**src/rtl/rf_wb_queue.sv**
```systemverilog
// Write-back queue and read bypass in front of a 2R1W register file.
// Sweeps the file to zero after reset, then drains queued writes through the single write port.
module rf_wb_queue #(
    parameter int WSIZE   = 32,
    parameter int RCOUNT  = 32,
    parameter int R0_ZERO = 1,
    parameter int DEPTH   = 2
) (
    input  logic             CLK,
    input  logic             RST,
    input  logic             WR_VALID,
    output logic             WR_READY,
    input  logic [4:0]       WR_ADDR,
    input  logic [WSIZE-1:0] WR_DATA,
    input  logic             RF_HOLD,
    output logic             RF_WE,
    output logic [4:0]       RF_RW,
    output logic [WSIZE-1:0] RF_DW,
    input  logic [4:0]       RA,
    input  logic [4:0]       RB,
    input  logic [WSIZE-1:0] RF_DA,
    input  logic [WSIZE-1:0] RF_DB,
    output logic [WSIZE-1:0] DA,
    output logic [WSIZE-1:0] DB,
    output logic             BUSY,
    output logic             EMPTY
);
    // state | meaning
    // INIT  | zero sweep of the register file, one index per unheld cycle
    // RUN   | accept, queue and drain writes; bypass reads from the queue

    localparam int         PW      = (DEPTH > 1) ? $clog2(DEPTH) : 1;
    localparam int         PW1     = PW + 1;
    localparam logic [4:0] START   = (R0_ZERO != 0) ? 5'd1 : 5'd0;
    localparam logic [4:0] LAST    = 5'(RCOUNT - 1);
    localparam logic [PW:0] FULLCNT = PW1'(DEPTH);

    typedef enum logic {INIT, RUN} state_t;

    state_t            state;
    logic [4:0]        sweep;
    logic              busy_q;

    logic [4:0]        q_addr [DEPTH];
    logic [WSIZE-1:0]  q_data [DEPTH];
    logic [PW-1:0]     head;
    logic [PW-1:0]     tail;
    logic [PW:0]       count;

    logic              running;
    logic              full;
    logic              push;
    logic              pop;

    assign running = (state == RUN);
    assign full    = (count == FULLCNT);
    // Writes to a hard-wired zero register complete the handshake but never enter the queue.
    assign push    = running & WR_VALID & ~full & ~((R0_ZERO != 0) && (WR_ADDR == 5'd0));
    assign pop     = running & (count != '0) & ~RF_HOLD;

    always_ff @(posedge CLK or posedge RST) begin
        if (RST) begin
            state  <= INIT;
            sweep  <= START;
            busy_q <= 1'b1;
        end else begin
            case (state)
                INIT: begin
                    if (!RF_HOLD) begin
                        sweep <= sweep + 5'd1;
                        if (sweep == LAST) begin
                            state  <= RUN;
                            busy_q <= 1'b0;
                        end
                    end
                end
                RUN: begin
                    state <= RUN;
                end
                default: begin
                    state  <= INIT;
                    busy_q <= 1'b1;
                end
            endcase
        end
    end

    always_ff @(posedge CLK or posedge RST) begin
        if (RST) begin
            head  <= '0;
            tail  <= '0;
            count <= '0;
        end else begin
            if (push) tail <= tail + 1'b1;
            if (pop)  head <= head + 1'b1;
            case ({push, pop})
                2'b10:   count <= count + 1'b1;
                2'b01:   count <= count - 1'b1;
                default: count <= count;
            endcase
        end
    end

    always_ff @(posedge CLK) begin
        if (push) begin
            q_addr[tail] <= WR_ADDR;
            q_data[tail] <= WR_DATA;
        end
    end

    always_comb begin
        logic [PW-1:0] p;
        WR_READY = 1'b0;
        RF_WE    = 1'b0;
        RF_RW    = q_addr[head];
        RF_DW    = q_data[head];
        DA       = '0;
        DB       = '0;
        p        = head;
        if (state == INIT) begin
            RF_WE = ~RF_HOLD;
            RF_RW = sweep;
            RF_DW = '0;
        end else begin
            WR_READY = ~full;
            RF_WE    = (count != '0) & ~RF_HOLD;
            DA       = RF_DA;
            DB       = RF_DB;
            // Walk oldest to youngest so the last match wins.
            for (int i = 0; i < DEPTH; i++) begin
                p = head + PW'(i);
                if (PW1'(i) < count) begin
                    if (q_addr[p] == RA) DA = q_data[p];
                    if (q_addr[p] == RB) DB = q_data[p];
                end
            end
            if ((R0_ZERO != 0) && (RA == 5'd0)) DA = '0;
            if ((R0_ZERO != 0) && (RB == 5'd0)) DB = '0;
        end
    end

    assign BUSY  = busy_q;
    assign EMPTY = (count == '0);

endmodule

```
**config.mk**
```make
export PLATFORM = sky130hd
export DESIGN_NAME = rf_wb_queue
export DESIGN_NICKNAME = d
export VERILOG_FILES = /design/src/rtl/rf_wb_queue.sv
export SDC_FILE = /design/constraint.sdc
export NUM_CORES = 1
export LEC_CHECK = 0
export ABC_CLOCK_PERIOD_IN_PS = 5220
export CAP_MARGIN = 20
export CORE_UTILIZATION = 45
export CTS_CLUSTER_DIAMETER = 50
export DETAILED_ROUTE_END_ITERATION = 8
export PLACE_DENSITY = 0.81
export SKIP_LAST_GASP = 1
export SYNTH_ARGS = -nofsm -noshare
export SYNTH_HDL_FRONTEND = slang
export SYNTH_SLANG_ARGS = --single-unit
```
**constraint.sdc**
```tcl
create_clock -name CLK -period 5.22 [get_ports CLK]
set_input_delay 0.783 -clock CLK [delete_from_list [all_inputs] [get_ports CLK]]
set_output_delay 0.783 -clock CLK [all_outputs]
set_load 0.02 [all_outputs]
```
Word level (Yosys, flattened, before mapping)
Memories as Yosys holds them, arrays and structs flattened.
Index checks and enable logic that the tools add are counted.

word-level totals
  register bits after elaboration = 11
  RAM bits = 74
  input port bits = 115
  output and inout port bits = 105
  memories = 2

memory list
  name    depth  bits a word  rd ports  clocked after Yosys merged registers in  write ports  RTL line  source
  q_data  2      32           2         0                                        1            45        logic [WSIZE-1:0] q_data [DEPTH];
  q_addr  2      5            2         0                                        1            44        logic [4:0] q_addr [DEPTH];

operators by class
  add/sub/neg operators = 5
  order comparisons = 2
  equal/unequal tests = 8
  multiplexer cells = 22
  bitwise operators = 10
  reductions and logical operators = 8

operators by type and width
  kind                 count
  $mux 32              13
  $eq 5x5->1           4
  $logic_not 5->1      3
  $and 1x1->1          6
  $mux 1               6
  $add 5x1->5 const B  1
  $eq 5x5->1 const B   1
  $mux 5               1
  $eq 2x2->1 const B   2
  $lt 1x2->1 const A   2
  $not 1->1            4
  $pmux 2 s2           1
  $reduce_bool 2->1    2
  $reduce_and 3->1     1
  $add 1x1->1 const B  2
  $add 2x1->2 const B  1
  $eq 2x1->1 const B   1
  $logic_not 2->1      1
  $pmux 1 s2           1
  $reduce_and 2->1     1
  $sub 2x1->2 const B  1

Logic depth before layout (Yosys ltp)
Gate-level depths: netlist (run 1).
An unclocked memory read counts as a cell.

  depth in word-level cells = 8
  depth in mapped cells = 9
  gate-level depth less buffers = 7

Worst setup path after synthesis (run 1)
Ideal clock, no wire load.

  path kind = register -> register
  start point = reg count[0]
  end point = mem q_addr[0][0], enable pin
  library setup time = 0.431 ns
  data arrival time = 2.829 ns
  path slack = 1.959 ns
  cell stages (with the launch flop) = 6
  buffers on the path = 0
  period minus slack after synthesis = 3.261 ns
  cells stage by stage = dfrtp_1 > inv_1 > ha_1 > nor2b_1 > o211ai_1 > nor2_1

on the way
  longest elaborated chain between the ends = 6

ends and longest elaborated chain
  what                          RTL line  source
  from (decl)                   48        logic [PW:0] count;
  from (signal assigned)        97        2'b10: count <= count + 1'b1;
  from (signal assigned)        98        2'b01: count <= count - 1'b1;
  from (signal assigned)        99        default: count <= count;
  $eq 2x2->1                    56        assign full = (count == FULLCNT);
  $not 1->1                     58        assign push = running & WR_VALID & ~full & ~((R0_ZERO != 0) && (WR_ADDR == 5'd0));
  $and 1x1->1 (2 in series)     58
  $mux 1                        105       if (push) begin
  $mux 1 (not written as such)  106       q_addr[tail] <= WR_ADDR;
  to (decl)                     44

No other way between the ends.

Worst setup path in the final report (run 1)
  start point = reg head
  end point = out DA[0]

on the way
  longest elaborated chain between the ends = 8

ends and longest elaborated chain
  what                    RTL line  source
  from (decl)             46        logic [PW-1:0] head;
  from (signal assigned)  95        if (pop) head <= head + 1'b1;
  $mem_v2 2x5             n/a
  $eq 5x5->1              133       if (q_addr[p] == RA) DA = q_data[p];
  $mux 32                 133
  $mux 32                 132       if (PW1'(i) < count) begin
  $mux 32                 133
  $mux 32 (*)             132
  $mux 32 (*)             137       if ((R0_ZERO != 0) && (RA == 5'd0)) DA = '0;
  $mux 32 (*)             120       if (state == INIT) begin
  to (decl)               23        output logic [WSIZE-1:0] DA,

Every way passes the cells marked *; elsewhere a longest branch is shown, timed or not.

==> summary.md, run 1 <==
| Metric | Value |
|---|---|
| Status | complete, no violations |
| Util after Layout | 66.8% |
| Post-synthesis sequential area ratio | 41.7% |
| Crit path to | DA[0] |
| Die H | 117 microns |
| Resize count post-CTS | 0 |
| Clock sinks | 85 |
| Fin Setup TNS | 0 ns |
| Global route overflow | 0 |
| GRT Total Usage | 27.8% |
| RSZ-0062 raised after global routing | false |
| Vias in the first global route | 5891 |
| Period utilization | 87.0% |
| Total core area | 12800 sq um |
| CP arrival | 3.76 ns |
| Cts hold-fix bufs | 0 |
| Pre-CTS WS | 0.729 ns |
| Crit. End Element | output port |
| Final Max Slew Viols | 0 |
| Most frequent cells in the layout | clkdlybuf4s50_1 (219), a21oi_1 (130), edfxtp_1 (74), nand2_1 (64), a211o_1 (64) |
| Crit path from | head$_DFFE_PP0P_ |
| Drt initial violations | 370 |
| Critical setup path kind | register to output port |
| Area share of the largest cell type after synthesis | 37.1% |
| Largest net degree at the start of global routing | 66 |
| FMAX | 220 MHz |
| Lkg Pwr | 3.17 nW |
| I/O Buffers | 219 |
| Max_cap viols | 0 |
| Fill cells | 1003 |
| FF-to-FF path depth | 5 |
| Final instance area | 8570 sq um |
| R2r endpoint | q_data[1][15]$_DFFE_PP_ |
| Worst Setup Start Kind | register |
| Std-Cell Rows | 41 |
| Hold Vio Cnt, Final | 0 |
| Yosys warnings | 0 |
| Met1 usage | 33.8% |
| Area Growth Syn to Fin | 43.0% |
| Setup ws final | 0.676 ns |
| Netlist cell types | 41 |
| Power per Cell Area | 444 nW/um^2 |
| Hold WC Path Type | register to register |
| Synth Cell Area | 6000 sq um |
| Slew @ Worst Pin | 1.06 ns |
| Setup bufs post-CTS | 0 |
| Synth top area cells | edfxtp_1 (37%), a21oi_1 (11%), a211o_1 (9.3%), mux2i_1 (6.7%), mux2_2 (6.4%) |
| Nets | 896 |
| GRT Max-Usage Layer | met2 |
| Die area | 13800 sq um |
| Root buffer cell | clkbuf_16 |
| Met2 usage | 48.2% |
| Hold Startpoint | count[0]$_DFFE_PP0P_ |
| Ports | 220 |
| Die Wd | 117 microns |
| Inserted Diodes | 0 |
| Finish-stage setup viols | 0 |
| Clock slew at reported path FFs | 0.06 ns |
| Flops & latches, synth | 85 |
| Tmin final | 4.54 ns |
| CTS buffer count | 9 |
| Crit-path max FO | 32 |
| Avg WL per Cell | 20.1 microns |
| Synthesized Nets | 699 |
| Worst slew margin | 29.2% |
| Vias after detailed routing | 5604 |
| H-tree levels | 3 |
| GRT met3 Usage | 5.20% |
| Initial antenna violation count | 1 |
| Critical R2R Launch | running$_DFF_PP0_ |
| DP Wirelength | 13500 microns |
| Final Skew | 0.00531 ns |
| Vias per cell | 5.89 |
| Reg-to-reg slack, setup | 2.04 ns |
| Gp weighted congestion | 0.938 |
| Max Root-Sink Buffers | 2 |
| Most common cell after layout, fill and taps aside | clkdlybuf4s50_1 |
| Worst VDD drop | 0.366 mV |
| Largest area contributor in the netlist | edfxtp_1 |
| Initial core utilization | 46.8% |
| WL final | 19200 microns |
| DRT Pass-1 Iters | 5 |
| Residual DRC | 0 |
| WP data required | 4.44 ns |
| CTS tree | yes |
| Antenna Nets Post-Route | 0 |
| Syn Area/Cell | 10.4 sq um |
| Layout cells sized above 1 | 11.5% |
| Post-Syn Instances | 578 |
| First-pass GRT wire length | 30400 microns |
| Placed cell areas | 8260 sq um |
| Clk Latency, worst-skew pair | 0.33 ns |
==> cells in the mapped netlist <==
cell           count
o211ai_1           1
edfxtp_1          74
inv_1              5
dfrtp_1            9
nor3b_1            1
nand2_1           64
or2b_2             1
o21ai_0            1
clkbuf_2           1
dlygate4sd1_1      1
nor3_2             1
a21boi_0           1
nor2_1            10
buf_8              1
buf_2              9
a21oi_2            6
nand2_2            2
a21o_1             1
or4_1              3
dfstp_2            2
clkbuf_8           1
xnor2_1           11
o22ai_2            2
a21oi_1          130
buf_6             20
mux2i_4            2
ha_1               6
xor2_1            10
a221oi_2           2
nor4b_4            2
mux2i_1           40
buf_4              2
nor2b_1           33
and3_1             1
and2_0             2
nor3_4             1
a211o_1           64
mux2_2            34
o21ai_1            2
nand4_1            3
clkbuf_1          16
==> logic make-up (layout without fill, tap and decap cells) <==
kind of cell / after synthesis / in the layout / share of synthesized area (%)
AO/OA/AOI/OAI: 210 / 210 / 22.6
AND/OR/NAND/NOR: 124 / 124 / 10.8
flip-flops: 85 / 85 / 41.7
multiplexers: 76 / 76 / 13.8
buffers and inverters: 56 / 258 / 6.78
XOR/XNOR: 21 / 21 / 3.07
adder cells (fa/ha/maj): 6 / 6 / 1.25
==> critical path, stage by stage, from the launching register on <==
cell and delay, ns:
dfrtp_4 0.56, mux2i_1 0.47, xnor2_1 0.18, nor4b_4 0.39, buf_4 0.38, and2_1 0.17
buf_4 0.37, a211o_1 0.19, a21oi_1 0.11, clkdlybuf4s50_1 0.59
==> flip-flops by register name, summed over array words and instances (netlist names) <==
signal,count
q_data,64
q_addr,10
sweep,5
count,2
BUSY,1
head,1
running,1
tail,1
==> worst min path at each step <==
stage | endpoint | depth (start not counted)
after floorplan | sweep[3]$_DFFE_PP0P_ | 1
after global placement | count[0]$_DFFE_PP0P_ | 1
final | count[0]$_DFFE_PP0P_ | 1
after detailed placement | count[0]$_DFFE_PP0P_ | 1
after global routing | BUSY$_DFFE_PP1P_ | 1
after CTS | count[0]$_DFFE_PP0P_ | 1
==> where the power goes <==
group | switching (mW) | internal [mW] | total (mW) | leakage, nW
Combinational | 1.18 | 0.968 | 2.14 | 2.22
Clock | 0.250 | 0.433 | 0.683 | 0.151
Sequential | 0.118 | 0.861 | 0.979 | 0.799
==> metrics by stage <==
stage               hold slack, ns  power, mW  cells
floorplan                    0.460       2.31    578
global placement             0.489       3.05    934
detailed placement           0.499       3.11    936
CTS                          0.507       3.79    952
global route                 0.544       3.98    952
finish                       0.510       3.81    952
==> per-layer routing <==
metal / share of wire, % / wire length [microns] / up-vias
li1: - / - / 2547
met1: 40 / 7590 / 2659
met2: 50 / 9580 / 352
met3: 7.9 / 1520 / 44
met4: 2.5 / 480 / 2
met5: 0.057 / 11 / -
==> final cells by class <==
class	count	area [sq um]	area share [%]
clock inverter	2	60.1	0.701
tap	172	215	2.51
multi-input combinational	437	3160	36.8
timing repair buffer	237	2360	27.6
clock buffer	14	254	2.96
sequential	85	2500	29.2
inverter	5	18.8	0.219
Power figures use the tool's default switching activity.
==> run 2: changes to the inputs <==
--- a/config.mk
+++ b/config.mk
@@ -7,10 +7,11 @@
 export LEC_CHECK = 0
 export ABC_CLOCK_PERIOD_IN_PS = 5220
 export CAP_MARGIN = 20
-export CORE_UTILIZATION = 45
+export CORE_UTILIZATION = 30
+export CTS_BUF_LIST = sky130_fd_sc_hd__clkbuf_8
 export CTS_CLUSTER_DIAMETER = 50
 export DETAILED_ROUTE_END_ITERATION = 8
-export PLACE_DENSITY = 0.81
+export PLACE_DENSITY = 0.58
 export SKIP_LAST_GASP = 1
 export SYNTH_ARGS = -nofsm -noshare
 export SYNTH_HDL_FRONTEND = slang
==> run 2 against run 1 <==
Compared with the run above:
- largest power group unchanged
- final cell count rose by 9.7%
- critical path depth did not move
- die area rose by 49%
- first-iteration DRC count fell by 36%
- design area fell by 0.20%
- global-route usage fell by 8.8 points
- combinational power barely moved
- sequential power rose by 0.7%
- maximum frequency fell by 6.7%
- non-clock buffer count fell by 1
- total power fell by 7.8%
- sequential cell count did not move
==> summary.md, run 2 (synthesis results as in run 1) <==
| Metric | Value |
|---|---|
| Std-Cell Rows | 51 (+24%) |
| Nets | 895 (-0.11%) |
| Overall Power | 3.51 mW (-7.8%) |
| Placed cell areas | 8400 sq um (+1.7%) |
| Buffers & Inverters on Critical Path | 3 (unchanged) |
| Root buffer cell | clkbuf_8 |
| Max_cap viols | 0 (unchanged) |
| Initial antenna violation count | 3 (+2) |
| Global route overflow | 0 (unchanged) |
| Max reg flops | 64 (unchanged) |
| Largest registers | q_data: 64 flops, q_addr: 10 flops, sweep: 5 flops |
| Crit-path max FO | 52 (+63%) |
| Slowest stage delay, CP | 0.64 ns (+0.05 ns) |
| CP delay by family, top | buffers and inverters |
| Critical-path cell list | buf_4 > mux2i_1 > xor2_1 > nand4_1 > nor3_4 > buf_12 > nand2_1 > a21oi_1 > clkdlybuf4s50_1 |
| WL final | 19900 microns (+3.7%) |
| DRT Pass-1 Iters | 4 (-1) |
| Total core area | 19500 sq um (+52%) |
| Worst Hold End | BUSY$_DFFE_PP1P_ |
| H-tree levels | 3 (unchanged) |
| Hold Vio Cnt, Final | 0 (unchanged) |
| Cts hold-fix bufs | 0 (unchanged) |
| Vias per cell | 5.06 (-14%) |
| CTS buffer count | 9 (unchanged) |
| Lkg Pwr | 3.10 nW (-2.1%) |
| FF-to-FF path depth | 4 (-1) |
| Drt initial violations | 236 (-36%) |
| Resize count post-CTS | 0 (unchanged) |
| Initial core utilization | 30.7% (-16 points) |
| R2r endpoint | q_data[1][22]$_DFFE_PP_ |
| Critical R2R Launch | running$_DFF_PP0_ |
| CP max-delay cell | clkdlybuf4s50_1 |
| Most common cell after layout, fill and taps aside | clkdlybuf4s50_1 |
| Finish-stage setup viols | 0 (unchanged) |
| Antenna Nets Post-Route | 0 (unchanged) |
| Layout cells sized above 1 | 11.8% (+0.27 points) |
| Crit. End Element | output port |
| FMAX | 205 MHz (-6.7%) |
| Hold WC Path Type | register to register |
| Worst Setup Start Kind | register |
| GRT Max-Usage Layer | met2 |
| Hold Path Depth | 1 (unchanged) |
| CP arrival | 4.09 ns (+0.33 ns) |
| DP Wirelength | 14100 microns (+4.1%) |
| Fin Setup TNS | 0 ns (unchanged) |
| Largest net degree at the start of global routing | 53 (-20%) |
| Status | complete, no violations |
| Critical setup path kind | register to output port |
| Die H | 143 microns (+22%) |
| Clk Latency, worst-skew pair | 0.36 ns (+0.03 ns) |
| WP data required | 4.44 ns (about the same) |
| Die area | 20600 sq um (+49%) |
| Reg with most FFs | q_data |
| Setup bufs post-CTS | 0 (unchanged) |
| RSZ-0062 raised after global routing | false |
| Most frequent cells in the layout | clkdlybuf4s50_1 (219), a21oi_1 (130), edfxtp_1 (74), nand2_1 (64), a211o_1 (64) |
| GRT met3 Usage | 3.37% (-1.8 points) |
| Vias after detailed routing | 5281 (-5.8%) |
| Hold Startpoint | BUSY$_DFFE_PP1P_ |
| Power per Cell Area | 410 nW/um^2 (-7.6%) |
| Period utilization | 93.3% (+6.3 points) |
| GRT Total Usage | 19.0% (-8.8 points) |
| Met1 usage | 23.4% (-10 points) |
| Avg WL per Cell | 19.1 microns (-5.4%) |
| Tmin final | 4.87 ns (+0.328 ns) |
| Ports | 220 (unchanged) |
| Worst VDD drop | 0.360 mV (-1.5%) |
| I/O Buffers | 219 (unchanged) |
| Max Root-Sink Buffers | 2 (unchanged) |
| Inserted Diodes | 0 (unchanged) |
| Area Growth Syn to Fin | 42.7% |
| Final Skew | 0.00465 ns (-0.000666 ns) |
| CTS tree | yes |
| First-pass GRT wire length | 29300 microns (-3.8%) |
| Worst slew margin | 40.4% (+11 points) |
| Die Wd | 143 microns (+22%) |
| Gp weighted congestion | 0.806 (-14%) |
| Met2 usage | 33.7% (-15 points) |
| Clock sinks | 85 (unchanged) |
| Residual DRC | 0 (unchanged) |
| Final instance area | 8560 sq um (-0.20%) |
| Reg-to-reg slack, setup | 2.64 ns (+0.60 ns) |
| Clock slew at reported path FFs | 0.08 ns (+0.02 ns) |
| Slew @ Worst Pin | 0.894 ns (-0.167 ns) |
| Vias in the first global route | 5244 (-11%) |
| Final Max Slew Viols | 0 (unchanged) |
==> run 2: worst max-delay path by stage <==
| stage | start | endpoint | cells after the start |
|---|---|---|---|
| after floorplan | count[0]$_DFFE_PP0P_ | q_addr[0][0]$_DFFE_PP_ | 5 |
| after global placement | RA[0] | DA[2] | 8 |
| after detailed placement | RA[0] | DA[2] | 8 |
| after CTS | head$_DFFE_PP0P_ | DA[10] | 9 |
| after global routing | head$_DFFE_PP0P_ | DA[18] | 9 |
| final | head$_DFFE_PP0P_ | DA[0] | 9 |
==> run 2: layout make-up <==
type,instances,area (sq um)
fillers,1898,11000
multi-input cells,437,3160
flip-flops and latches,85,2500
repair buffers,236,2380
well taps,265,332
clock buffers,9,124
clock inverters,7,35.0
inverters,5,18.8
==> run 2: metal layers <==
layer,routed length (microns),vias to the layer above,part of all wire [%]
li1,-,2540,-
met1,8490,2521,43
met2,9940,199,50
met3,1220,19,6.1
met4,229,2,1.2
met5,12,-,0.060
==> run 2: through the flow <==
step / std cells / hold WS (ns) / setup WS, ns / utilization, %
floorplan: 578 / 0.460 / 1.96 / -
global placement: 1028 / 0.474 / 0.561 / 43.0
detailed placement: 1028 / 0.478 / 0.508 / 43.0
CTS: 1044 / 0.498 / 0.323 / 43.8
global route: 1044 / 0.510 / 0.168 / 43.8
finish: 1044 / 0.499 / 0.348 / 43.8
==> run 2: where the power goes <==
| group | total (mW) | leakage [nW] | switching [mW] | internal [mW] |
|---|---|---|---|---|
| Combinational | 2.12 | 2.22 | 1.15 | 0.965 |
| Clock | 0.403 | 0.0827 | 0.238 | 0.165 |
| Sequential | 0.986 | 0.797 | 0.125 | 0.860 |
